## src/rtl/shifter_pkg.sv

```systemverilog
// Shared encodings for the sequential shifter: operation codes, FSM states,
// and small elaboration-time helpers used by both the top and the datapath.
package shifter_pkg;

   typedef enum logic [2:0] {
      MODE_LSL = 3'b000,
      MODE_LSR = 3'b001,
      MODE_ASR = 3'b010,
      MODE_ROL = 3'b011,
      MODE_ROR = 3'b100
   } shift_mode_e;

   typedef enum logic [1:0] {
      ST_IDLE  = 2'd0,
      ST_SHIFT = 2'd1,
      ST_DONE  = 2'd2
   } shift_state_e;

   // Number of bits needed to index 'value' distinct items (ceil(log2(value))).
   function automatic int clog2(input int value);
      int r;
      r = 0;
      while ((1 << r) < value) r = r + 1;
      return r;
   endfunction

   function automatic logic isLegalMode(input logic [2:0] mode);
      return (mode <= 3'd4);
   endfunction

   function automatic logic isRotateMode(input logic [2:0] mode);
      return (mode == MODE_ROL) || (mode == MODE_ROR);
   endfunction

endpackage

```

## src/rtl/shift_step.sv

```systemverilog
// Combinational single-step datapath: shifts or rotates WIDTH bits by k
// positions in the selected mode; k may be anything from 0 to WIDTH.
module shift_step
   import shifter_pkg::*;
#(
   parameter int WIDTH = 8,
   parameter int K_W   = 4
) (
   input  logic [WIDTH-1:0] i_data,
   input  shift_mode_e      i_mode,
   input  logic [K_W-1:0]   i_k,
   output logic [WIDTH-1:0] o_data
);

   // Rotates combine both directions; a zero step shifts the wrap half out by WIDTH.
   always_comb begin
      o_data = i_data;
      case (i_mode)
         MODE_LSL: o_data = i_data << i_k;
         MODE_LSR: o_data = i_data >> i_k;
         MODE_ASR: o_data = $unsigned($signed(i_data) >>> i_k);
         MODE_ROL: o_data = (i_data << i_k) | (i_data >> (WIDTH - int'(i_k)));
         MODE_ROR: o_data = (i_data >> i_k) | (i_data << (WIDTH - int'(i_k)));
         default:  o_data = i_data;
      endcase
   end

endmodule

```

## src/rtl/seq_shifter.sv

```systemverilog
// Multi-cycle barrel-free shifter: captures an operand on start, then moves it
// up to STEP bit positions per clock until the requested count is consumed.
module seq_shifter
   import shifter_pkg::*;
#(
   parameter int WIDTH = 8,
   parameter int STEP  = 1,
   parameter int AMT_W = clog2(WIDTH) + 1
) (
   input  logic             clk,
   input  logic             rst,
   input  logic             start,
   input  logic [WIDTH-1:0] data_in,
   input  logic [2:0]       mode,
   input  logic [AMT_W-1:0] amount,
   output logic             ready,
   output logic             busy,
   output logic             done,
   output logic [WIDTH-1:0] result,
   output logic             err
);

   // Counter only ever holds 0..WIDTH, independent of how wide the amount port is.
   localparam int CNT_W = clog2(WIDTH + 1);

   shift_state_e     r_state;
   shift_state_e     w_nextState;
   shift_mode_e      r_mode;
   logic [WIDTH-1:0] r_work;
   logic [WIDTH-1:0] w_stepped;
   logic [CNT_W-1:0] r_remaining;
   logic [CNT_W-1:0] w_effCount;
   logic [CNT_W-1:0] w_k;
   logic             r_err;
   logic             w_legal;

   // Rotations wrap the count modulo WIDTH; plain shifts saturate at WIDTH.
   always_comb begin
      w_legal    = isLegalMode(mode);
      w_effCount = '0;
      if (w_legal) begin
         if (isRotateMode(mode))
            w_effCount = CNT_W'(int'(amount) % WIDTH);
         else if (int'(amount) > WIDTH)
            w_effCount = CNT_W'(WIDTH);
         else
            w_effCount = CNT_W'(amount);
      end
   end

   assign w_k = (r_remaining > CNT_W'(STEP)) ? CNT_W'(STEP) : r_remaining;

   shift_step #(
      .WIDTH (WIDTH),
      .K_W   (CNT_W)
   ) u_step (
      .i_data (r_work),
      .i_mode (r_mode),
      .i_k    (w_k),
      .o_data (w_stepped)
   );

   always_ff @(posedge clk or posedge rst) begin
      if (rst) r_state <= ST_IDLE;
      else     r_state <= w_nextState;
   end

   // Illegal modes carry a zero count, so they fall straight through to DONE.
   always_comb begin
      w_nextState = r_state;
      case (r_state)
         ST_IDLE: begin
            if (start)
               w_nextState = (w_effCount != '0) ? ST_SHIFT : ST_DONE;
         end
         ST_SHIFT: begin
            if (r_remaining <= CNT_W'(STEP))
               w_nextState = ST_DONE;
         end
         ST_DONE: w_nextState = ST_IDLE;
         default: w_nextState = ST_IDLE;
      endcase
   end

   always_ff @(posedge clk or posedge rst) begin
      if (rst) begin
         r_work      <= '0;
         r_remaining <= '0;
         r_err       <= 1'b0;
         r_mode      <= MODE_LSL;
      end else begin
         case (r_state)
            ST_IDLE: begin
               if (start) begin
                  r_work      <= data_in;
                  r_mode      <= w_legal ? shift_mode_e'(mode) : MODE_LSL;
                  r_remaining <= w_effCount;
                  r_err       <= ~w_legal;
               end
            end
            ST_SHIFT: begin
               r_work      <= w_stepped;
               r_remaining <= r_remaining - w_k;
            end
            default: ;
         endcase
      end
   end

   assign ready  = (r_state == ST_IDLE);
   assign busy   = (r_state == ST_SHIFT);
   assign done   = (r_state == ST_DONE);
   assign result = r_work;
   assign err    = r_err;

endmodule

```

## config.mk

```make
export PLATFORM = sky130hd
export DESIGN_NAME = seq_shifter
export DESIGN_NICKNAME = d
export VERILOG_FILES = /design/src/rtl/shifter_pkg.sv /design/src/rtl/shift_step.sv /design/src/rtl/seq_shifter.sv
export SDC_FILE = /design/constraint.sdc
export NUM_CORES = 1
export LEC_CHECK = 0
export CAP_MARGIN = 20
export CORE_ASPECT_RATIO = 0.6
export CORE_MARGIN = 2
export CORE_UTILIZATION = 40
export DETAILED_ROUTE_END_ITERATION = 8
export PLACE_DENSITY_LB_ADDON = 0.2
export RECOVER_POWER = 50
export SKIP_CTS_REPAIR_TIMING = 1
export SLEW_MARGIN = 0
export SYNTH_ARGS = -nofsm -noshare
export SYNTH_HDL_FRONTEND = slang
export SYNTH_SLANG_ARGS = --single-unit
```

## constraint.sdc

```tcl
create_clock -name clk -period 3.2 [get_ports clk]
set_input_delay 0.32 -clock clk [delete_from_list [all_inputs] [get_ports clk]]
set_output_delay 0.32 -clock clk [all_outputs]
set_load 0.01 [all_outputs]
```

==> impl_metrics.yaml, run 1 <==
status:
  status: "finished, final reports clean"
yosys:
  yosysWarnings: 0
  synth_nets: 226
  synth_fa_ha_area_share_pct: 1.58
  dominantRegCellSynth: "dfrtp_1"
  synth_cells: 206
  synth_xor_area_share_pct: 0
  synth_top_cell_by_area: "dfrtp_1"
  async_flop_share_pct: 100
  seq_area_frac_synth_pct: 28.5
  synth-edff-count: 0
  synth_compound_area_share_pct: 32.2
  synthMuxAreaShare_pct: 7.83
  syn_area_um2: 1580
  ys_top_cells_by_count: "a21oi_1 (21), nand2_1 (20), dfrtp_1 (18), o21ai_0 (12), clkbuf_1 (11)"
  avgSynthCellArea_um2: 7.68
  ys_top_cells_by_area: "dfrtp_1 (28%), a21oi_1 (6.6%), mux2i_1 (5.7%)"
  synth.most_common_cell: "a21oi_1"
  yosys.area_share.simple_pct: 20.9
  synth_top_area_share_pct: 28.5
  synth_top_family_by_area: "compound AO/OA/AOI/OAI gates"
  synth-seq-cells: 18
  synth.distinct_cells: 51
place:
  hpwlAfterDp_um: 3310
  portBuffers: 29
  dpl.cell_count: 267
  place_worst_setup_slack_ps: 427
  gp_congestion: 0.984
  placed_area_um2: 1860
grt:
  use_met3_pct: 5.98
  busiest_layer: "met1"
  grt_use_met1_pct: 34.8
  grtUsageMet2_pct: 28.4
  grt_pass1_wl_um: 7540
  antenna_found_initial: 0
  grt_use_total_pct: 21.9
  grt_pass1_vias: 1454
  grt_start_max_net_pins: 22
  grt-ovfl-total: 0
worst_setup_path:
  reg2reg_slack_ps: 340
  endpoint_kind: "register"
  worstPathMaxFanout: 17
  arrival_ps: 3030
  startpoint_type: "register"
  critPathRequiredTime_ps: 3370
  path_class: "register to register"
  reg2reg_to: "result[0]"
  r2r-start: "r_remaining[1]"
  reg2reg_depth: 8
die:
  placement_rows: 17
  ios: 30
  start_util_pct: 42.5
  core-area_um2: 3720
  dieHeight_um: 52.7
  design.die.area_um2: 4490
  die_x_um: 85.2
sta:
  fin_crit_sh_pct: 89.4
  relSlewSlack_pct: 50.2
  max_clock_freq_ghz: 0.350
  fin_skew_ps: 6.46
  rsz0062_at_grt: "false"
  drv_slew: 0
  hold_viol_final: 0
  period_needed_ps: 2860
  setup_tns_ps: 0
  setup_viol_count_final: 0
  whs_ps: 492
  fin_ws_ps: 341
  tightest_slew_ps: 746
finish:
  diodes: 0
  design_area_um2: 1890
  post-route-util_pct: 50.9
  area_delta_synth_final_pct: 19.7
  fin_nets: 245
  fin_cells: 270
  drive_gt1_share_pct: 4.93
clock_network:
  h-tree-depth: 1
  path_clk_slew_ps: 70
  clk_latency_ps: 260
  numCtsBuffers: 3
  clockRootBuffer: "clkbuf_8"
  cts_tree: "yes"
  clk_path_buf_depth: 2
  clock-sinks: 18
detailed_routing:
  avgViaCountPerCell: 6.13
  vias: 1654
  wl_per_cell_um: 16.8
  postRouteAntennaNets: 0
  dr.first_iter.drc_count: 202
  wirelength_um: 4530
  route.detailed.drc: 0
  dr.pass1.iters: 5
power_and_ir_drop:
  p_total_mw: 2.00
  leakage_nw: 0.762
  vdd_drop_max_mv: 0.485
  cellPowerDensity_nw_per_um2: 1060
min_path:
  hold_start: "err"
  holdPathStages: 2
  min_to: "err"
  hold_class: "register to register"
job:
  drv_cap: 0
[flip-flops by register name (all words and copies together) (netlist names)]
name         flops
r_remaining      4
result           8
r_mode           3
err              1
r_state          2
[cell type report]
type                       count  area [um^2]
multi-input combinational    159          992
inverter                      12         50.0
tap                           47         58.8
sequential                    18          450
clock buffer                   3         41.3
timing repair buffer          31          302
fill                         348         1830
[critical path, stage by stage, from the launching register on]
cell and delay (ps):
dfrtp_1 440, or4_4 630, inv_6 140, ha_1 470, nor2b_1 540, nor2b_1 80
o21ai_0 150, nand4_1 120, a31oi_1 200
[worst max path at each step]
| stage | start | to |
|---|---|---|
| 2_1_floorplan | r_remaining[1] | result[0] |
| 3_3_place_gp | r_remaining[1] | result[0] |
| 3_5_place_dp | r_remaining[1] | result[0] |
| 4_1_cts | r_remaining[1] | result[0] |
| 5_1_grt | r_remaining[1] | result[0] |
| 6_report | r_remaining[1] | result[0] |
[per-layer routing]
metal  vias to the layer above  wire, um
met5                         -         0
met1                       748      2380
li1                        817         -
met3                         4       432
met4                         0        38
met2                        85      1680
[cell usage in the layout (no fill, tap or decap), types with 5 or more instances in the layout]
cell type / n
inv_1: 10
dfrtp_1: 18
o22ai_1: 9
nor3_1: 6
nor2_1: 10
a21oi_1: 21
a31oi_1: 8
nand2_1: 20
or3_1: 5
clkdlybuf4s50_1: 27
o21ai_0: 13
mux2i_1: 9
nand3_1: 6
[where the power goes]
part           leakage, nW  internal (mW)  switching, mW
logic                0.524          0.583          0.686
registers            0.216          0.328          0.243
clock network       0.0216         0.0837         0.0767
[cells by family (layout without fill, tap and decap cells)]
family                   Yosys count  after routing
AO/OA/AOI/OAI                     80             80
adder cells (fa/ha/maj)            2              2
buffers and inverters             29             46
flip-flops                        18             18
multiplexers                      11             11
other                              1              1
AND/OR/NAND/NOR                   65             65
(Power assumes the default switching activity.)
==> run 2: changes to the inputs <==
- CAP_MARGIN: 20 -> 40
- CELL_PAD_IN_SITES_DETAIL_PLACEMENT: default -> 2
- CELL_PAD_IN_SITES_GLOBAL_PLACEMENT: default -> 2
- CORE_UTILIZATION: 40 -> 30
- SKIP_LAST_GASP: default -> 1
==> run 2 against run 1 <==
Critical path depth did not move. Critical endpoint unchanged. Utilization is 13 points lower. Global-route usage rose by 1.5 points. Critical path type unchanged. First-iteration DRC count decreased by 58%.
==> impl_metrics.yaml, run 2 (synthesis results as in run 1) <==
worst_setup_path:
  r2r-start: "r_remaining[1]"
  path_cells: "or4_4 -> inv_6 -> ha_1 -> nor2b_1 -> nor2b_1 -> o21ai_0 -> nand4_1 -> a31oi_1"
  arrival_ps: 3110
  path_buf_inv: 1
  critPathRequiredTime_ps: 3400
  cp_top_family: "simple AND/OR/NAND/NOR gates"
  endpoint_kind: "register"
  path_class: "register to register"
  crit_slowest_cell: "or4_4"
  cp_common_cell: "nor2b_1"
  reg2reg_depth: 8
  startpoint_type: "register"
  cp_slowest_stage_delay_ps: 640
  reg2reg_to: "result[0]"
  reg2reg_slack_ps: 290
  worstPathMaxFanout: 17
sta:
  setup_viol_count_final: 0
  period_needed_ps: 2910
  rsz0062_at_grt: "false"
  tightest_slew_ps: 766
  relSlewSlack_pct: 48.9
  max_clock_freq_ghz: 0.343
  fin_skew_ps: 3.61
  setup_tns_ps: 0
  hold_viol_final: 0
  whs_ps: 496
  drv_slew: 0
  fin_crit_sh_pct: 91.0
detailed_routing:
  route.detailed.drc: 0
  wl_per_cell_um: 22.4
  wirelength_um: 6540
  vias: 1755
  postRouteAntennaNets: 0
  avgViaCountPerCell: 6.01
  dr.pass1.iters: 4
  dr.first_iter.drc_count: 84
die:
  die_x_um: 97.8
  dieHeight_um: 60.3
  placement_rows: 20
  core-area_um2: 5080
  design.die.area_um2: 5890
  start_util_pct: 31.2
  ios: 30
place:
  placed_area_um2: 1900
  dpl.cell_count: 288
  gp_congestion: 0.914
  portBuffers: 29
  hpwlAfterDp_um: 5010
finish:
  num-fill-cells: 589
  final_cell_mix: "clkdlybuf4s50_1 (27), a21oi_1 (21), nand2_1 (20)"
  layout_commonest_cell: "clkdlybuf4s50_1"
  area_delta_synth_final_pct: 23.0
  fin_nets: 247
  drive_gt1_share_pct: 6.19
  fin_cells: 292
  design_area_um2: 1950
  largest_reg_flops: 8
  diodes: 0
grt:
  antenna_found_initial: 0
  grt_pass1_wl_um: 10700
  grt-ovfl-total: 0
  grt_pass1_vias: 1869
  grt_start_max_net_pins: 21
  grt_use_total_pct: 23.4
status:
  status: "finished, final reports clean"
power_and_ir_drop:
  vdd_drop_max_mv: 0.283
  leakage_nw: 0.779
  cellPowerDensity_nw_per_um2: 1130
min_path:
  hold_class: "register to register"
  holdPathStages: 2
  hold_start: "err"
  min_to: "err"
clock_network:
  clockRootBuffer: "clkbuf_8"
  cts_tree: "yes"
  clock-sinks: 18
  clk_latency_ps: 270
  h-tree-depth: 1
  path_clk_slew_ps: 80
  clk_path_buf_depth: 2
  numCtsBuffers: 3
job:
  drv_cap: 0
-- run 2: cell count changes in the layout (fill, tap and decap cells not counted), sizes merged --
cell / previous run / this run
buf: 1 / 3
clkbuf: 4 / 5
-- run 2: final cells by class --
class | count | area [um^2] | area share, %
Sequential cell | 18 | 450 | 23.1
Clock buffer | 4 | 55.1 | 2.83
Tap cell | 66 | 82.6 | 4.24
Timing Repair Buffer | 33 | 317 | 16.3
Multi-Input combinational cell | 159 | 992 | 51.0
Inverter | 12 | 50.0 | 2.57
-- run 2: worst register-to-register path: stages (launching register included) --
cell and delay [ps]:
dfrtp_1 460, or4_4 640, inv_6 150, ha_1 470
nor2b_1 550, nor2b_1 100, o21ai_0 180, nand4_1 120
a31oi_1 190
-- run 2: worst max path at each step --
stage	start	to	cells after the start
floorplan	r_remaining[1]	result[0]	11
global placement	r_remaining[1]	result[0]	8
detailed placement	r_remaining[1]	result[3]	8
CTS	r_remaining[1]	result[0]	8
global route	r_remaining[1]	result[0]	8
finish	r_remaining[1]	result[0]	8
-- run 2: stage by stage --
stage          worst slack, ps  power (mW)  utilization [%]
2_1_floorplan              698        1.48                -
3_5_place_dp               368        1.98             37.3
4_1_cts                    319        2.20             38.4
6_report                   287        2.20             38.3
5_1_grt                   68.7        2.36             38.3
3_3_place_gp               530        1.88             37.3
-- run 2: report_power, final --
group / total, mW / switching, mW / internal (mW)
clock: 0.208 / 0.0981 / 0.110
combinational: 1.44 / 0.834 / 0.601
sequential: 0.558 / 0.230 / 0.328
-- run 2: layer usage --
layer | up-vias | track usage, % | part of all wire, %
li1 | 812 | - | -
met1 | 896 | 34.4 | 50
met2 | 38 | 35.7 | 44
met3 | 9 | 5.26 | 4.7
met4 | 0 | 4.17 | 0.61
met5 | - | 0 | 0
==> run 3: changes to the inputs <==
- CTS_BUF_LIST: default -> sky130_fd_sc_hd__clkbuf_16
- TNS_END_PERCENT: default -> 100
==> run 3 against run 2 <==
Sequential share of layout area shrank 0.28 points. Final area grew 1.2%. Fmax shrank 0.36%. Non-clock buffer count is the same. Count of clock-buffer cells in the layout shrank 1. Cell count is the same. Hold slack lost 8.4 ps. Critical endpoint unchanged.
==> impl_metrics.yaml, run 3 (synthesis results as in run 1) <==
status:
  status: "finished, final reports clean"
finish:
  drive_gt1_share_pct: 5.75
  area_delta_synth_final_pct: 24.5
  final_cell_mix: "clkdlybuf4s50_1 (27), a21oi_1 (21), nand2_1 (20)"
  layout_commonest_cell: "clkdlybuf4s50_1"
  diodes: 0
  design_area_um2: 1970
  fin_nets: 247
  fin_cells: 292
  largest_reg_flops: 8
detailed_routing:
  vias: 1775
  dr.pass1.iters: 4
  route.detailed.drc: 0
  dr.first_iter.drc_count: 105
  wirelength_um: 6690
  avgViaCountPerCell: 6.08
  postRouteAntennaNets: 0
  wl_per_cell_um: 22.9
grt:
  antenna_found_initial: 0
  grt-ovfl-total: 0
  grt_pass1_vias: 1870
  grt_start_max_net_pins: 21
  grt_pass1_wl_um: 10800
  grt_use_total_pct: 23.9
sta:
  hold_viol_final: 0
  period_needed_ps: 2920
  setup_viol_count_final: 0
  fin_skew_ps: 4.99
  whs_ps: 488
  max_clock_freq_ghz: 0.342
  rsz0062_at_grt: "false"
  relSlewSlack_pct: 48.0
  drv_slew: 0
  setup_tns_ps: 0
  fin_crit_sh_pct: 91.4
  tightest_slew_ps: 779
die:
  core-area_um2: 5080
  ios: 30
  design.die.area_um2: 5890
  die_x_um: 97.8
  placement_rows: 20
  start_util_pct: 31.2
  dieHeight_um: 60.3
clock_network:
  clockRootBuffer: "clkbuf_16"
  cts_tree: "yes"
  path_clk_slew_ps: 60
  clk_latency_ps: 260
  clk_path_buf_depth: 2
  clock-sinks: 18
  h-tree-depth: 1
  numCtsBuffers: 3
worst_setup_path:
  reg2reg_depth: 8
  arrival_ps: 3110
  endpoint_kind: "register"
  path_class: "register to register"
  worstPathMaxFanout: 17
  startpoint_type: "register"
  critPathRequiredTime_ps: 3380
min_path:
  hold_class: "register to register"
  holdPathStages: 2
job:
  drv_cap: 0
power_and_ir_drop:
  p_seq_share_pct: 24.8
  p_total_mw: 2.28
  power.internal_mw: 1.10
  leakage_nw: 0.789
  switching_share_pct: 51.8
  clockPowerShare_pct: 11.7
  comb_power_share_pct: 63.5
  cellPowerDensity_nw_per_um2: 1150
  vdd_drop_max_mv: 0.282
  switchingPower_mw: 1.18
place:
  dpl.cell_count: 288
  hpwlAfterDp_um: 5010
  gp_congestion: 0.914
  portBuffers: 29
  placed_area_um2: 1900
## run 3: cell count changes in the layout (fill, tap and decap cells not counted), sizes merged
cell    delta
clkbuf     -1
clkinv     +1
## run 3: worst paths after layout
check | from | end | slack [ps]
worst max-delay path | r_remaining[1] | result[0] | 280
worst min-delay path | err | err | 490
worst max register to register | r_remaining[1] | result[0] | 280
worst min register to register | err | err | 490
max in group asynchronous | rst | result[1] | 2060
min in group asynchronous | rst | result[7] | 650
## run 3: through the flow
| step | util [%] | worst slack, ps |
|---|---|---|
| after detailed placement | 37.3 | 368 |
| after CTS | 38.9 | 328 |
| final | 38.8 | 276 |
| after floorplan | - | 698 |
| after global placement | 37.3 | 530 |
| after global routing | 38.8 | 83.7 |
## run 3: area by class of cell
cell class / instances / area (um^2)
clock buffer: 3 / 75.1
clock inverter: 1 / 3.75
fill: 589 / 3110
inverter: 12 / 50.0
multi-input combinational: 159 / 992
sequential: 18 / 450
tap: 66 / 82.6
timing repair buffer: 33 / 317
## run 3: layer usage
layer	vias up	global-route usage, %	share of wire (%)
met3	11	4.91	6.1
met1	893	35.4	50
met4	0	4.37	1.2
met2	57	36.3	43
met5	-	0	0
li1	814	-	-
## run 3: critical path: stages (launching register included)
cell and delay (ps):
dfrtp_1 440, or4_4 640, inv_6 140, ha_1 470, nor2b_1 570, nor2b_1 100, o21ai_0 180, nand4_1 120
a31oi_1 190
## run 3: power groups by stage
| stage | clock network (mW) | registers [mW] | logic [mW] |
|---|---|---|---|
| after floorplan | 0 | 0.436 | 1.04 |
| after global placement | 0 | 0.540 | 1.34 |
| after detailed placement | 0 | 0.561 | 1.42 |
| after CTS | 0.276 | 0.559 | 1.44 |
| after global routing | 0.287 | 0.583 | 1.57 |
| final | 0.266 | 0.565 | 1.44 |
